--- config.mk ---
export PLATFORM = sky130hd
export DESIGN_NAME = motoro3_pwm_gen_nch
export DESIGN_NICKNAME = d
export VERILOG_FILES = /design/src/rtl/motoro3_pwm_pkg.sv /design/src/rtl/motoro3_pwm_chan.sv /design/src/rtl/motoro3_pwm_gen_nch.sv
export SDC_FILE = /design/constraint.sdc
export NUM_CORES = 1
export LEC_CHECK = 0
export ABC_AREA = 1
export BUFFER_PORTS_ARGS = -buffer_cell sky130_fd_sc_hd__clkbuf_2
export CAP_MARGIN = 20
export CORE_MARGIN = 2
export CORE_UTILIZATION = 30
export DETAILED_ROUTE_END_ITERATION = 12
export MAX_ROUTING_LAYER = met4
export PLACE_DENSITY = 0.53
export SLEW_MARGIN = 5
export SYNTH_ARGS = -nofsm -noshare
export SYNTH_HDL_FRONTEND = slang
export SYNTH_SLANG_ARGS = --single-unit
--- constraint.sdc ---
create_clock -name clk -period 9.19 [get_ports clk]
set_input_delay 0.4595 -clock clk [delete_from_list [all_inputs] [get_ports clk]]
set_output_delay 0.4595 -clock clk [all_outputs]
set_load 0.02 [all_outputs]
--- src/rtl/motoro3_pwm_pkg.sv ---
// Shared definitions for the N-channel motor PWM generator: mode encoding,
// default widths and the saturating adder used for remainder carry.
package motoro3_pwm_pkg;

  localparam int unsigned DEF_CNT_W = 12;
  localparam int unsigned DEF_POS_W = 16;

  typedef enum logic [1:0] {
    MODE_DIRECT     = 2'd0,
    MODE_CARRY      = 2'd1,
    MODE_FLUSH      = 2'd2,
    MODE_DIRECT_ALT = 2'd3
  } pwm_mode_t;

  // a + b clamped to the largest w-bit value (w <= 32)
  function automatic logic [31:0] sat_add(input logic [31:0] a, input logic [31:0] b,
                                          input int unsigned w);
    logic [32:0] sum;
    logic [32:0] lim;
    sum = {1'b0, a} + {1'b0, b};
    lim = (33'd1 << w) - 33'd1;
    return (sum > lim) ? lim[31:0] : sum[31:0];
  endfunction

endpackage

--- src/rtl/motoro3_pwm_chan.sv ---
// One PWM channel: converts the per-period request into a pulse, carries the
// sub-minimum remainder, and keeps per-frame want/real accounting.
module motoro3_pwm_chan
  import motoro3_pwm_pkg::*;
#(
  parameter int unsigned CNT_W = DEF_CNT_W,
  parameter int unsigned POS_W = DEF_POS_W
) (
  input  logic             clk,
  input  logic             rst,
  input  logic             en,
  input  logic             tick,
  input  logic             frame_first,
  input  logic             frame_last,
  input  pwm_mode_t        mode,
  input  pwm_mode_t        cur_mode,
  input  logic [CNT_W-1:0] eff_len,
  input  logic [CNT_W-1:0] min_pulse,
  input  logic [POS_W-1:0] req,
  output logic             pwm,
  output logic [POS_W-1:0] acc_want,
  output logic [POS_W-1:0] acc_real,
  output logic [POS_W-1:0] lost
);

  logic [POS_W-1:0] remain, remain_nxt, want, real_sum;
  logic [CNT_W-1:0] pcnt, pulse;
  logic [31:0]      sum, len, req_w, sum_clip, req_clip;

  always_comb begin
    req_w      = 32'(req);
    len        = 32'(eff_len);
    sum        = sat_add(32'(remain), req_w, POS_W);
    sum_clip   = (sum < len) ? sum : len;
    req_clip   = (req_w < len) ? req_w : len;
    pulse      = '0;
    remain_nxt = '0;
    case (mode)
      MODE_CARRY, MODE_FLUSH: begin
        if (sum >= 32'(min_pulse)) begin
          pulse      = CNT_W'(sum_clip);
          remain_nxt = POS_W'(sum - sum_clip);
        end else begin
          remain_nxt = POS_W'(sum);
        end
      end
      default: pulse = CNT_W'(req_clip);
    endcase
  end

  assign pwm = (pcnt != '0);

  always_ff @(posedge clk or posedge rst) begin
    if (rst) begin
      remain   <= '0;
      pcnt     <= '0;
      want     <= '0;
      real_sum <= '0;
      acc_want <= '0;
      acc_real <= '0;
      lost     <= '0;
    end else begin
      if (!en) begin
        pcnt   <= '0;
        remain <= '0;
      end else if (tick) begin
        pcnt   <= pulse;
        remain <= remain_nxt;
      end else begin
        if (pcnt != '0) pcnt <= pcnt - CNT_W'(1);
        if (frame_first && cur_mode == MODE_FLUSH) remain <= '0;
      end

      // activity on the frame_last cycle itself opens the new frame
      if (frame_last) begin
        acc_want <= want;
        acc_real <= real_sum;
        lost     <= want - real_sum;
        want     <= tick ? req : '0;
        real_sum <= {{(POS_W-1){1'b0}}, pwm};
      end else begin
        if (tick) want <= want + req;
        if (pwm) real_sum <= real_sum + POS_W'(1);
      end
    end
  end

endmodule

--- src/rtl/motoro3_pwm_gen_nch.sv ---
// N-channel motor PWM generator: one shared period down-counter feeding
// CH_NUM pulse channels between the commutation sequencer and gate drivers.
module motoro3_pwm_gen_nch
  import motoro3_pwm_pkg::*;
#(
  parameter int unsigned CH_NUM = 3,
  parameter int unsigned CNT_W  = DEF_CNT_W,
  parameter int unsigned POS_W  = DEF_POS_W
) (
  input  logic                    clk,
  input  logic                    rst,
  input  logic                    en,
  input  logic [CNT_W-1:0]        period_len,
  input  logic [CNT_W-1:0]        min_pulse,
  input  logic [1:0]              mode,
  input  logic                    frame_first,
  input  logic                    frame_last,
  input  logic [CH_NUM*POS_W-1:0] duty_req,
  output logic [CH_NUM-1:0]       pwm,
  output logic                    period_tick,
  output logic [CH_NUM*POS_W-1:0] acc_want,
  output logic [CH_NUM*POS_W-1:0] acc_real,
  output logic [CH_NUM*POS_W-1:0] lost
);

  logic [CNT_W-1:0] cnt, eff_len;
  pwm_mode_t        mode_now, mode_q;

  assign eff_len     = (period_len < CNT_W'(2)) ? CNT_W'(2) : period_len;
  assign mode_now    = pwm_mode_t'(mode);
  assign period_tick = en && (cnt == CNT_W'(1)) && !frame_first;

  // mode_q remembers the mode of the running period for frame_first flushing
  always_ff @(posedge clk or posedge rst) begin
    if (rst) begin
      cnt    <= '0;
      mode_q <= MODE_DIRECT;
    end else begin
      if (!en || frame_first || cnt <= CNT_W'(1)) cnt <= eff_len;
      else                                        cnt <= cnt - CNT_W'(1);
      if (period_tick) mode_q <= mode_now;
    end
  end

  for (genvar i = 0; i < CH_NUM; i++) begin : g_chan
    motoro3_pwm_chan #(
      .CNT_W(CNT_W),
      .POS_W(POS_W)
    ) u_chan (
      .clk        (clk),
      .rst        (rst),
      .en         (en),
      .tick       (period_tick),
      .frame_first(frame_first),
      .frame_last (frame_last),
      .mode       (mode_now),
      .cur_mode   (mode_q),
      .eff_len    (eff_len),
      .min_pulse  (min_pulse),
      .req        (duty_req[i*POS_W +: POS_W]),
      .pwm        (pwm[i]),
      .acc_want   (acc_want[i*POS_W +: POS_W]),
      .acc_real   (acc_real[i*POS_W +: POS_W]),
      .lost       (lost[i*POS_W +: POS_W])
    );
  end

endmodule
* After elaboration in Yosys (flattened, before gate mapping) *
Cells that the tools add are included.

word-level totals
  bits in registers = 338
  latch bits = 0
  RAM bits = 0
  memory bits (read-only) = 0
  input bits = 79
  output and inout bits = 148
  logic and storage cells = 133
  memories = 0

cells by class
  add/sub/neg operators = 19
  multiply operators = 0
  divide/modulo/power cells = 0
  $lt $le $gt $ge = 14
  equality and inequality tests = 8
  shift operators = 0
  multiplexer cells = 54
  bitwise gates (word level) = 0
  reduce and logical (&&, ||, !) cells = 15

operators with widths
  cell                                                              number
  2-to-1 mux 16 bit                                                 31
  2-to-1 mux 12 bit                                                 20
  > comparator 33 x 16 -> 1 bit (second input constant)             3
  >= comparator 32 x 12 -> 1 bit                                    3
  less-than comparator 32 x 12 -> 1 bit                             3
  subtractor 16 bit                                                 6
  adder 16 x 16 -> 17 bit                                           3
  2-to-1 mux 17 bit                                                 3
  adder 16 x 1 -> 16 bit (second input constant)                    3
  adder 16 bit                                                      3
  less-than comparator 16 x 12 -> 1 bit                             3
  subtractor 12 x 1 -> 12 bit (second input constant)               4
  nonzero test 12 bit                                               3
  equality test 12 x 1 -> 1 bit (second input constant)             1
  less-or-equal comparator 12 x 1 -> 1 bit (second input constant)  1
  less-than comparator 12 x 2 -> 1 bit (second input constant)      1
  != test 3 x 1 -> 1 bit (second input constant)                    4
  nonzero test 2 bit                                                4
  equality test 2 bit (second input constant)                       2
  logical AND 1 bit                                                 3
  equality test 2 x 1 -> 1 bit (second input constant)              1
  logical NOT 1 bit                                                 2
  logical OR 1 bit                                                  2
  OR reduction 2 bit                                                1

* Longest topological paths before layout *
Gate-level depths: netlist of run 1.

  depth after elaboration = 10
  depth in mapped cells = 40
  depth with buffers taken out = 38

* By module *
A second synthesis of run 1 with hierarchy kept.

second synthesis, totals
  cells, all modules = 4048
  area, all modules = 28142.0 sq um

by module, submodules not included
  module                               instances  cells each  area each (sq um)  seq. area each (sq um)
  motoro3_pwm_chan (g_chan[2].u_chan)  1          1297        9163.8             2702.6
  motoro3_pwm_chan (g_chan[0].u_chan)  1          1311        9029.9             2702.6
  motoro3_pwm_chan (g_chan[1].u_chan)  1          1293        8979.9             2702.6
  motoro3_pwm_gen_nch                  1          147         968.4              350.3

* Worst setup path before layout of run 1 *
No wires, ideal clock.

  path kind = input to register
  start = input duty_req[0]
  end = register g_chan[0].u_chan.remain[14]
  library setup time = 0.066 ns
  data arrival time = 5.038 ns
  data required time = 9.124 ns
  setup slack = 4.087 ns
  stages on the path = 38
  path buffers = 2
  cell sequence = ha_1 -> inv_1 -> fa_1 -> inv_1 -> nand2_1 -> nand2_1 -> nand3_1 -> nand2_2 -> nand2_1 -> nand2_1 -> inv_2 -> buf_1 -> nand2_1 -> nor2_1 -> inv_1 -> ha_1 -> a21oi_1 -> o31ai_1 -> (+2 left out) -> buf_2 -> nand2_1 -> and2_1 -> ha_1 -> inv_1 -> fa_1 -> nand2_1 -> inv_1 -> o21ai_0 -> nand2_1 -> a21oi_1 -> o21ai_0 -> a21oi_1 -> nor2_1 -> nor3_1 -> xor2_1 -> nand3_1 -> nand2_1

on the way
  word-level cells in the longest chain between the ends = 10
  elaborated cells between the ends (all ways) = 11
  those cells by class = add/sub (2); order compare (3); mux (6)

ends and longest elaborated chain
  item                                   line                       text
  start: declaration                     motoro3_pwm_gen_nch.sv:18  input logic [CH_NUM*POS_W-1:0] duty_req,
  adder 16 x 16 -> 17 bit *              motoro3_pwm_pkg.sv:20      sum = {1'b0, a} + {1'b0, b};
  > comparator 33 x 16 -> 1 bit          motoro3_pwm_pkg.sv:22      return (sum > lim) ? lim[31:0] : sum[31:0];
  2-to-1 mux 17 bit *                    motoro3_pwm_pkg.sv:22
  less-than comparator 32 x 12 -> 1 bit  motoro3_pwm_chan.sv:34     sum_clip = (sum < len) ? sum : len;
  2-to-1 mux 16 bit                      motoro3_pwm_chan.sv:34
  subtractor 16 bit                      motoro3_pwm_chan.sv:42     remain_nxt = POS_W'(sum - sum_clip);
  2-to-1 mux 16 bit *                    motoro3_pwm_chan.sv:40     if (sum >= 32'(min_pulse)) begin
  2-to-1 mux 16 bit *                    motoro3_pwm_chan.sv:38     case (mode)
  2-to-1 mux 16 bit *                    motoro3_pwm_chan.sv:66     end else if (tick) begin
  2-to-1 mux 16 bit *                    motoro3_pwm_chan.sv:63     if (!en) begin
  end signal: assignment                 motoro3_pwm_chan.sv:68     remain <= remain_nxt;
  end: declaration                       motoro3_pwm_chan.sv:26     logic [POS_W-1:0] remain, remain_nxt, want, real_sum;

Mark *: on every way between the ends. The rest lies on a longest branch, timed or not.
A chain may end at the register's enable or synchronous reset.

* Worst setup path in the final report of run 1 *
  start = register g_chan[0].u_chan.remain[0]
  end = register g_chan[0].u_chan.remain[14]

on the way
  word-level cells in the longest chain between the ends = 10
  elaborated cells between the ends (all ways) = 11
  those cells by class = add/sub (2); order compare (3); mux (6)

ends and longest elaborated chain
  item                                   line
  adder 16 x 16 -> 17 bit *              motoro3_pwm_pkg.sv:20
  > comparator 33 x 16 -> 1 bit          motoro3_pwm_pkg.sv:22
  2-to-1 mux 17 bit *                    motoro3_pwm_pkg.sv:22
  less-than comparator 32 x 12 -> 1 bit  motoro3_pwm_chan.sv:34
  2-to-1 mux 16 bit                      motoro3_pwm_chan.sv:34
  subtractor 16 bit                      motoro3_pwm_chan.sv:42
  2-to-1 mux 16 bit *                    motoro3_pwm_chan.sv:40
  2-to-1 mux 16 bit *                    motoro3_pwm_chan.sv:38
  2-to-1 mux 16 bit *                    motoro3_pwm_chan.sv:66
  2-to-1 mux 16 bit *                    motoro3_pwm_chan.sv:63

Marks and branches as above.

==> impl_metrics.csv, run 1 <==
group,metric,value,unit
outcome,outcome,"complete, no violations",
floorplanning,die_h,308,um
clock_tree,post-cts-setup-buffer-count,0,
grt,grt_max_degree,166,
logic_synthesis,synth_seq_cells,338,
power,p_switching,1.99,mW
setup_path,crit_fanout,18,
floorplanning,floorplan.die_area,95200,um^2
logic_synthesis,synth_nets,4350,
clock_tree,path_clk_slew,0.07,ns
cells_and_area,syn_to_final_growth,14.7,%
logic_synthesis,yosys.area.top_type_share,0.304,
logic_synthesis,synthTopCellsByArea,"dfrtp_1, nand2_1, ha_1",
detailed_routing,vias_per_cell,4.93,
logic_synthesis,synth_async_sr_flop_share,1.00,
detailed_routing,drtIter0Drc,1892,
setup_path,crit_path_start,"g_chan[0].u_chan.remain[0]",
setup_path,end_kind,"flip-flop",
power,power_frac_comb,0.317,
logic_synthesis,yosysTopAreaCell,"dfrtp_1",
power,power.sequential.fraction,0.334,
flow_run,drv_cap,0,
setup_path,required,9.71,ns
logic_synthesis,avgSynthCellArea,7.00,um^2
setup_path,start_kind,"flip-flop",
power,p_sw_frac,0.369,
detailed_routing,firstDrtPassIters,6,
clock_tree,numCtsBuffers,42,
placed_design,hpwlAfterDp,79000,um
cells_and_area,drive_above_1_share,0.107,
sta,period_minus_slack,6.39,ns
floorplanning,initial_utilization,0.303,
sta,worst_pin_slew,0.972,ns
floorplanning,rows,111,
setup_path,reg2reg_from,"g_chan[0].u_chan.remain[0]",
clock_tree,clk_latency,0.59,ns
grt,grt_usage,0.215,
power,clockPowerShare,0.349,
setup_path,crit_type,"flip-flop to flip-flop",
sta,hold_viol,0,
setup_path,slowest_stage,"nor3_2",
hold_path,hold_class,"input port to async pin",
clock_tree,clk_path_buf_depth,3,
power,vdd_drop_max,0.114,mV
clock_tree,cts_resized,0,
logic_synthesis,yosysWarnings,0,
cells_and_area,layout.nets,4551,
logic_synthesis,yosysMostFrequentCell,"nand2_1",
placed_design,place_congestion,0.913,
logic_synthesis,syn_area,27800,um^2
detailed_routing,vias,26900,
power,power_density,169,nW/um^2
placed_design,place.port_buffers,226,
power,finalPower,5.40,mW
floorplanning,core,91800,um^2
grt,grt_pass1_wl,153000,um
setup_path,slowest_delay,0.59,ns
clock_tree,hold_buffers,0,
sta,rsz0062_at_grt,"false",
grt,gr-total-overflow,0,
detailed_routing,ant_nets,0,
setup_path,crit_buf_inv,6,
power,p_leak,16.8,nW
logic_synthesis,yosysSeqAreaShare,0.304,
sta,finalClockSkew,0.0164,ns
sta,max_slew_margin,0.352,
logic_synthesis,synth_cell_types,64,
clock_tree,clock-sinks,338,
clock_tree,root_buffer,"clkbuf_16",
setup_path,crit_family,"simple AND/OR/NAND/NOR gates",
floorplanning,ioPinCount,227,
sta,finalCritPeriodShare,0.695,
setup_path,cpMostUsedCell,"nand2_1",
floorplanning,die_x,308,um
sta,final-setup-viol-count,0,
grt,grt_antenna_before_repair,15,
grt,grt_pass1_vias,25300,
clock_tree,cts_tree,"built",
logic_synthesis,synth_flop_cell,"dfrtp_1",
power,p_int,3.41,mW
setup_path,worst-endpoint-arrival,6.91,ns
logic_synthesis,synth-edff-count,0,
detailed_routing,wire_per_inst,18.4,um
detailed_routing,totalWireLength,100000,um
detailed_routing,drc_errors,0,
sta,fmax,157,MHz
sta,report.final.slew_viol_count,0,
logic_synthesis,synthCells,3972,
sta,fin_setup_tns,0,ns
clock_tree,cts_max_level,2,
logic_synthesis,synthTopCellsByCount,"nand2_1, inv_1, dfrtp_1, o21ai_0, a21oi_1",
placed cells by master, fill, tap and decap left out, types with 8 or more instances in the layout:
master     instances
clkbuf_8           9
o211ai_1          10
ha_1             287
o22ai_1           18
bufinv_16          8
a21oi_1          313
nand2_2           22
nand4_1           41
buf_4             31
a211oi_1          10
o21ai_1           24
fa_1              12
a31oi_1           27
clkbuf_16         43
o31ai_1           20
inv_2             15
nand3b_1           9
nand2_1         1047
xnor2_1           45
nor3_1            60
inv_1            484
a21oi_2           15
o21bai_1          19
dfrtp_1          338
o21ai_0          318
or2_2             28
nand3_2           11
nor2_1           282
a21o_1            11
diode_2           15
xor2_1            65
clkbuf_2         225
nand3_1          246
nor2_2             8
registers in the layout, indices dropped and copies added (netlist names):
name                    count
g_chan.u_chan.acc_want     48
g_chan.u_chan.remain       48
mode_q                      2
cnt                        12
g_chan.u_chan.lost         48
g_chan.u_chan.want         48
g_chan.u_chan.pcnt         36
g_chan.u_chan.acc_real     48
g_chan.u_chan.real_sum     48
final cells by class:
cell class	instances	area, um^2
diodes	15	37.5
fillers	9917	59900
inverters	506	1910
repair buffers	257	1380
flip-flops and latches	338	8460
clock inverters	18	328
multi-input cells	3028	17000
clock buffers	56	1210
well taps	1243	1560
through the flow:
step,instance area (um^2),hold slack [ns],worst slack [ns],util,std cells
2_1_floorplan,27800,0.440,4.09,-,3972
3_3_place_gp,30300,0.456,2.67,0.330,5371
3_5_place_dp,30300,0.458,2.67,0.330,5371
4_1_cts,31900,0.129,2.89,0.347,5445
5_1_grt,31900,0.130,2.13,0.348,5461
6_report,31900,0.0293,2.80,0.348,5461
cell families (layout without fill, tap and decap cells):
kind of cell    after synthesis  after routing  synth area share
compound gates              816            816             0.161
xor+xnor                    112            112            0.0355
fa+ha+maj                   299            299             0.138
buf+inv                     606            837            0.0843
flops                       338            338             0.304
mux                           1              1          0.000360
other cells                   0             15                 0
simple gates               1800           1800             0.277
worst paths after layout:
path                                                 endpoint  slack [ns]  cells after the start
worst max-delay path              g_chan[0].u_chan.remain[14]        2.80                     36
worst min-delay path             g_chan[0].u_chan.acc_real[8]        0.03                      3
worst max register to register    g_chan[0].u_chan.remain[14]        2.80                     36
worst min register to register  g_chan[2].u_chan.acc_want[11]        0.47                      2
max in group asynchronous                             cnt[11]        7.48                      4
min in group clk                                    mode_q[0]        0.16                      3
power groups by stage:
stage	registers (mW)	logic [mW]	clock network, mW
2_1_floorplan	1.92	1.09	0
3_3_place_gp	1.83	1.71	0
3_5_place_dp	1.83	1.72	0
4_1_cts	1.80	1.72	1.94
5_1_grt	1.82	1.95	1.99
6_report	1.80	1.71	1.88
metal layers:
metal	vias to the layer above	share of wire	GRT usage	wire, um
li1	13600	-	-	-
met1	12600	0.48	0.299	48300
met2	646	0.44	0.326	43900
met3	91	0.062	0.0369	6220
met4	0	0.019	0.0490	1880
met5	-	0	-	0
worst min-delay path, cell delays in order:
cell and delay, ns:
clkbuf_2 0.10, clkinvlp_4 0.07, buf_12 0.50
Note: power is estimated with default switching activity, not from simulation.
==> run 2, diff against run 1 <==
--- a/config.mk
+++ b/config.mk
@@ -5,7 +5,7 @@
 export SDC_FILE = /design/constraint.sdc
 export NUM_CORES = 1
 export LEC_CHECK = 0
-export ABC_AREA = 1
+export ABC_AREA = 0
 export BUFFER_PORTS_ARGS = -buffer_cell sky130_fd_sc_hd__clkbuf_2
 export CAP_MARGIN = 20
 export CORE_MARGIN = 2
==> constraint.sdc (replaced) <==
create_clock -name clk -period 5.54 [get_ports clk]
set_input_delay 0.277 -clock clk [delete_from_list [all_inputs] [get_ports clk]]
set_output_delay 0.277 -clock clk [all_outputs]
set_load 0.02 [all_outputs]
==> impl_metrics.csv, run 2 <==
group,metric,value,unit
outcome,outcome,"finished with violations",
outcome,violations,"setup timing",
placed_design,place.port_buffers,226,
clock_tree,cts_max_level,2,
placed_design,dp.cells,4612,
cells_and_area,multi_input_area,18300,um^2
sta,setup_ws,-0.282,ns
clock_tree,numCtsBuffers,44,
setup_path,slowest_stage,"dfrtp_1",
logic_synthesis,yosysTopAreaCell,"dfrtp_1",
cells_and_area,seq_area,8460,um^2
setup_path,start_kind,"flip-flop",
floorplanning,ioPinCount,227,
sta,finalCritPeriodShare,1.05,
detailed_routing,drc_errors,0,
logic_synthesis,synth_flop_cell,"dfrtp_1",
power,p_sw_frac,0.363,
logic_synthesis,syn_area,26600,um^2
power,power.sequential.fraction,0.325,
floorplanning,rows,109,
power,power_density,267,nW/um^2
logic_synthesis,synth_async_sr_flop_share,1.00,
floorplanning,core,88200,um^2
clock_tree,root_buffer,"clkbuf_16",
setup_path,crit_fanout,3,
setup_path,crit_family,"compound AO/OA/AOI/OAI gates",
power,power_frac_comb,0.341,
grt,grt_pass1_vias,23500,
clock_tree,clk_path_buf_depth,3,
sta,period_minus_slack,5.82,ns
placed_design,placed_cell_area,31800,um^2
cells_and_area,mostFrequentLayoutCell,"buf_4",
detailed_routing,vias_per_cell,5.16,
setup_path,crit_type,"flip-flop to flip-flop",
hold_path,hold_class,"input port to flip-flop",
logic_synthesis,yosysSeqAreaShare,0.317,
grt,grt_usage,0.210,
logic_synthesis,yosysMostFrequentCell,"dfrtp_1",
logic_synthesis,synth_nets,3341,
power,p_switching,3.37,mW
cells_and_area,stdcell_area,34800,um^2
setup_path,end_kind,"flip-flop",
logic_synthesis,synth_seq_cells,338,
setup_path,required,6.03,ns
cells_and_area,final_cell_mix,"buf_4, dfrtp_1, ha_1",
cells_and_area,layout.nets,3927,
sta,hold_viol,0,
grt,grt_pass1_wl,143000,um
floorplanning,initial_utilization,0.302,
floorplanning,die_x,302,um
grt,gr-total-overflow,0,
logic_synthesis,synth_cell_types,94,
sta,final-setup-viol-count,17,
sta,max_slew_margin,0.298,
placed_design,hpwlAfterDp,72800,um
detailed_routing,ant_nets,0,
setup_path,crit_buf_inv,3,
placed_design,place_congestion,0.925,
clock_tree,clk_latency,0.61,ns
power,finalPower,9.30,mW
detailed_routing,wire_per_inst,19.8,um
power,p_int,5.93,mW
logic_synthesis,synth-edff-count,0,
detailed_routing,firstDrtPassIters,6,
logic_synthesis,synthTopCellsByCount,"dfrtp_1, ha_1, nand2_1, a21oi_1, nor2_1",
cells_and_area,stdcell_count,4751,
clock_tree,clock-sinks,338,
sta,report.final.slew_viol_count,0,
logic_synthesis,yosysWarnings,0,
sta,finalClockSkew,0.0243,ns
floorplanning,floorplan.die_area,91200,um^2
logic_synthesis,synthTopCellsByArea,"dfrtp_1, ha_1, mux2_2",
sta,rsz0062_at_grt,"true",
logic_synthesis,yosys.area.top_type_share,0.317,
grt,grt_max_degree,138,
cells_and_area,fillCellCount,8911,
detailed_routing,drtIter0Drc,1460,
clock_tree,path_clk_slew,0.06,ns
setup_path,worst-endpoint-arrival,6.31,ns
setup_path,slowest_delay,0.42,ns
power,p_leak,16.5,nW
flow_run,drv_cap,0,
power,vdd_drop_max,0.186,mV
detailed_routing,vias,24500,
cells_and_area,drive_above_1_share,0.300,
sta,worst_pin_slew,1.05,ns
logic_synthesis,avgSynthCellArea,8.99,um^2
logic_synthesis,synthCells,2963,
sta,fmax,172,MHz
clock_tree,cts_tree,"built",
power,clockPowerShare,0.334,
grt,grt_antenna_before_repair,3,
detailed_routing,totalWireLength,94300,um
floorplanning,die_h,302,um
cells_and_area,syn_to_final_growth,30.5,%
run 2: changes by cell type after synthesis, moves of 26 or more:
cell | before | now
nor2_1 | 282 | 207
o21a_1 | 2 | 28
o21ai_0 | 318 | 177
mux2i_1 | 1 | 92
nand2_1 | 1047 | 249
inv_1 | 485 | 141
a21o_1 | 11 | 57
nand3_1 | 246 | 108
mux2_2 | 0 | 123
nor2b_1 | 0 | 32
xnor2_1 | 46 | 121
a21oi_1 | 313 | 216
run 2: metal layers:
layer	global-route usage	part of all wire
met3	0.0360	0.059
met4	0.0679	0.034
met2	0.314	0.44
met1	0.287	0.47
met5	-	0
run 2: kinds of logic (layout without fill, tap and decap cells):
group / Yosys count / after routing / synth area share
simple gates: 886 / 886 / 0.162
compound gates: 786 / 786 / 0.189
flops: 338 / 338 / 0.317
fa+ha+maj: 299 / 299 / 0.144
buf+inv: 251 / 872 / 0.0384
mux: 216 / 216 / 0.0871
xor+xnor: 187 / 187 / 0.0615
other cells: 0 / 2 / 0
run 2: cell type report:
type / instances / area share
Antenna cell: 2 / 0.000144
Clock buffer: 53 / 0.0350
Clock inverter: 28 / 0.00968
Inverter: 142 / 0.0155
Multi-Input combinational cell: 2374 / 0.526
Sequential cell: 338 / 0.243
Tap cell: 1165 / 0.0419
Timing Repair Buffer: 649 / 0.129
run 2: path summary, 6_finish.rpt:
check / end / cells past startpoint / start / slack (ns)
max: g_chan[2].u_chan.remain[14] / 30 / g_chan[2].u_chan.remain[1] / -0.28
min: mode_q[0] / 3 / mode[0] / 0.05
max reg2reg: g_chan[2].u_chan.remain[14] / 30 / g_chan[2].u_chan.remain[1] / -0.28
min reg2reg: g_chan[0].u_chan.lost[13] / 1 / g_chan[0].u_chan.lost[13] / 0.48
max in group asynchronous: g_chan[0].u_chan.acc_real[13] / 4 / rst / 4.12
min in group asynchronous: g_chan[2].u_chan.real_sum[8] / 3 / rst / 0.23
run 2: power by group through the flow:
stage	logic, mW	clock network [mW]	registers [mW]
floorplan	1.83	0	3.19
global placement	3.01	0	3.06
detailed placement	3.02	0	3.07
CTS	3.11	3.20	3.02
global route	3.50	3.28	3.06
finish	3.17	3.10	3.02
run 2: metrics by stage:
step	TNS, ns	util	setup WS [ns]	hold slack (ns)
floorplan	-0.322	-	-0.114	0.382
global placement	-6.19	0.361	-0.468	0.299
detailed placement	-9.00	0.361	-0.601	0.300
CTS	-2.02	0.387	-0.191	0.0163
global route	-8.56	0.394	-0.562	0.0586
finish	-1.97	0.394	-0.282	0.0542
run 2: timing repair:
| item | 4_1_cts | 5_1_grt |
|---|---|---|
| cloned | 1 | 0 |
| hold endpoints to repair | 15 | 0 |
| endpoints found under the setup margin | 30 | 34 |
| hold buffers | 2 | 0 |
| resized for setup | 102 | 100 |
| pin swaps | 98 | 89 |
| setup buffers | 43 | 22 |
run 2: tightest hold or removal path: stages:
cell      delay (ns)
clkbuf_2        0.20
nand2_1         0.07
o21ai_0         0.08
==> run 3, diff against run 2 <==
--- a/config.mk
+++ b/config.mk
@@ -13,7 +13,7 @@
 export DETAILED_ROUTE_END_ITERATION = 12
 export MAX_ROUTING_LAYER = met4
 export PLACE_DENSITY = 0.53
-export SLEW_MARGIN = 5
+export SKIP_CTS_REPAIR_TIMING = 1
 export SYNTH_ARGS = -nofsm -noshare
 export SYNTH_HDL_FRONTEND = slang
 export SYNTH_SLANG_ARGS = --single-unit
==> impl_metrics.csv, run 3 (synthesis gave the netlist of run 2 again) <==
group,metric,value,unit
hold_path,hold_class,"input port to flip-flop",
placed_design,preCtsSetupSlack,-0.601,ns
setup_path,crit_family,"compound AO/OA/AOI/OAI gates",
outcome,violations,"setup timing",
floorplanning,ioPinCount,227,
placed_design,place_congestion,0.925,
cells_and_area,multi_input_area,18100,um^2
floorplanning,core,88200,um^2
setup_path,slowest_stage,"fa_2",
setup_path,start_kind,"flip-flop",
flow_run,drv_cap,0,
setup_path,end_kind,"flip-flop",
clock_tree,clk_path_buf_depth,3,
outcome,outcome,"finished with violations",
sta,max_slew_margin,0.296,
clock_tree,clk_latency,0.61,ns
cells_and_area,layout.nets,3897,
detailed_routing,firstDrtPassIters,5,
setup_path,crit_buf_inv,6,
sta,rsz0062_at_grt,"true",
cells_and_area,final_cell_mix,"buf_4, dfrtp_1, ha_1",
sta,final-setup-viol-count,17,
clock_tree,numCtsBuffers,44,
grt,grt_pass1_vias,23200,
floorplanning,die_x,302,um
clock_tree,clock-sinks,338,
setup_path,crit_type,"flip-flop to flip-flop",
setup_path,worst-endpoint-arrival,6.28,ns
cells_and_area,fin_util,0.388,
cells_and_area,mostFrequentLayoutCell,"buf_4",
placed_design,hpwlAfterDp,72800,um
detailed_routing,vias_per_cell,5.19,
clock_tree,cts_tree,"built",
sta,finalCritPeriodShare,1.04,
sta,worst_pin_slew,1.05,ns
detailed_routing,wire_per_inst,19.9,um
sta,period_minus_slack,5.79,ns
clock_tree,root_buffer,"clkbuf_16",
setup_path,reg2reg_from,"g_chan[1].u_chan.remain[0]",
grt,grt_antenna_before_repair,3,
floorplanning,initial_utilization,0.302,
setup_path,required,6.03,ns
cells_and_area,fillCellCount,8967,
detailed_routing,drtIter0Drc,1502,
grt,grt_pass1_wl,141000,um
setup_path,cpMostUsedCell,"a21oi_2",
clock_tree,cts_max_level,2,
floorplanning,floorplan.die_area,91200,um^2
placed_design,place.port_buffers,226,
clock_tree,path_clk_slew,0.06,ns
cells_and_area,seq_area,8460,um^2
power,power_density,270,nW/um^2
power,p_leak,16.3,nW
floorplanning,die_h,302,um
cells_and_area,drive_above_1_share,0.288,
sta,hold_viol,0,
sta,fin_setup_tns,-2.22,ns
detailed_routing,totalWireLength,93900,um
floorplanning,rows,109,
detailed_routing,ant_nets,0,
setup_path,crit_fanout,5,
detailed_routing,drc_errors,0,
hold_path,min_from,"mode[1]",
grt,grt_usage,0.208,
cells_and_area,syn_to_final_growth,28.5,%
setup_path,crit_path_start,"g_chan[1].u_chan.remain[0]",
sta,report.final.slew_viol_count,0,
setup_path,slowest_delay,0.38,ns
power,vdd_drop_max,0.186,mV
sta,finalClockSkew,0.0251,ns
grt,gr-total-overflow,0,
grt,grt_max_degree,138,
sta,setup_ws,-0.247,ns
detailed_routing,vias,24500,
sta,fmax,173,MHz
==> run 3: cell types whose count changed in the layout (fill, tap and decap cells not counted), moves of 3 or more <==
cell     previous run  this run
buf_4             397       382
buf_6              16         3
ha_4               21        16
nand2_1           234       239
o21ai_0           143       148
a21oi_1           186       190
a21oi_4             7         3
o21ai_1            47        43
buf_12              6         3
ha_1              260       263
nor3_2             12        15
nor3_4              4         1
xnor2_1           117       120
xnor2_2             4         1
==> run 3: path summary, 6_finish.rpt <==
path                                                      end  slack, ns  cells after the start
worst max-delay path              g_chan[1].u_chan.remain[14]      -0.25                     31
worst min-delay path                                mode_q[1]       0.04                      3
worst max register to register    g_chan[1].u_chan.remain[14]      -0.25                     31
worst min register to register      g_chan[0].u_chan.lost[13]       0.48                      1
max in group asynchronous       g_chan[0].u_chan.acc_real[13]       4.12                      4
min in group asynchronous        g_chan[2].u_chan.real_sum[8]       0.23                      3
==> run 3: stage by stage <==
| stage | instances | total power, mW | hold slack [ns] | instance area (um^2) |
|---|---|---|---|---|
| CTS | 4693 | 9.27 | -0.351 | 33400 |
| global route | 4721 | 9.79 | 0.0256 | 34200 |
| floorplan | 2963 | 5.02 | 0.382 | 26900 |
| global placement | 4612 | 6.07 | 0.299 | 31800 |
| detailed placement | 4612 | 6.09 | 0.300 | 31800 |
| finish | 4722 | 9.25 | 0.0402 | 34300 |
==> run 3: report_power, final <==
| part | total, mW | internal [mW] | switching (mW) |
|---|---|---|---|
| combinational | 3.12 | 1.31 | 1.81 |
| sequential | 3.02 | 2.76 | 0.263 |
| clock | 3.11 | 1.82 | 1.28 |
==> run 3: layout make-up <==
cell class	count	share of cell area
Multi-Input combinational cell	2374	0.527
Sequential cell	338	0.247
Timing Repair Buffer	619	0.122
Tap cell	1165	0.0426
Clock buffer	53	0.0355
Inverter	142	0.0157
Clock inverter	28	0.00983
Antenna cell	3	0.000219
==> run 3: worst register-to-register path, delay by kind of cell (launching register included) <==
kind	cells	cell delay (ns)
xor gates and xnor gates	1	0.07
adders and majority gates	5	1.33
DFF	1	0.36
and+or+nand+nor	4	0.80
buffers and inverters	6	0.68
AOI/OAI and AO/OA	15	2.44
==> run 3: routing by layer <==
metal / track usage / share of wire / up-vias
met5: - / 0 / -
met2: 0.310 / 0.44 / 644
met1: 0.285 / 0.47 / 11700
met4: 0.0636 / 0.033 / 0
li1: - / - / 12000
met3: 0.0367 / 0.057 / 151
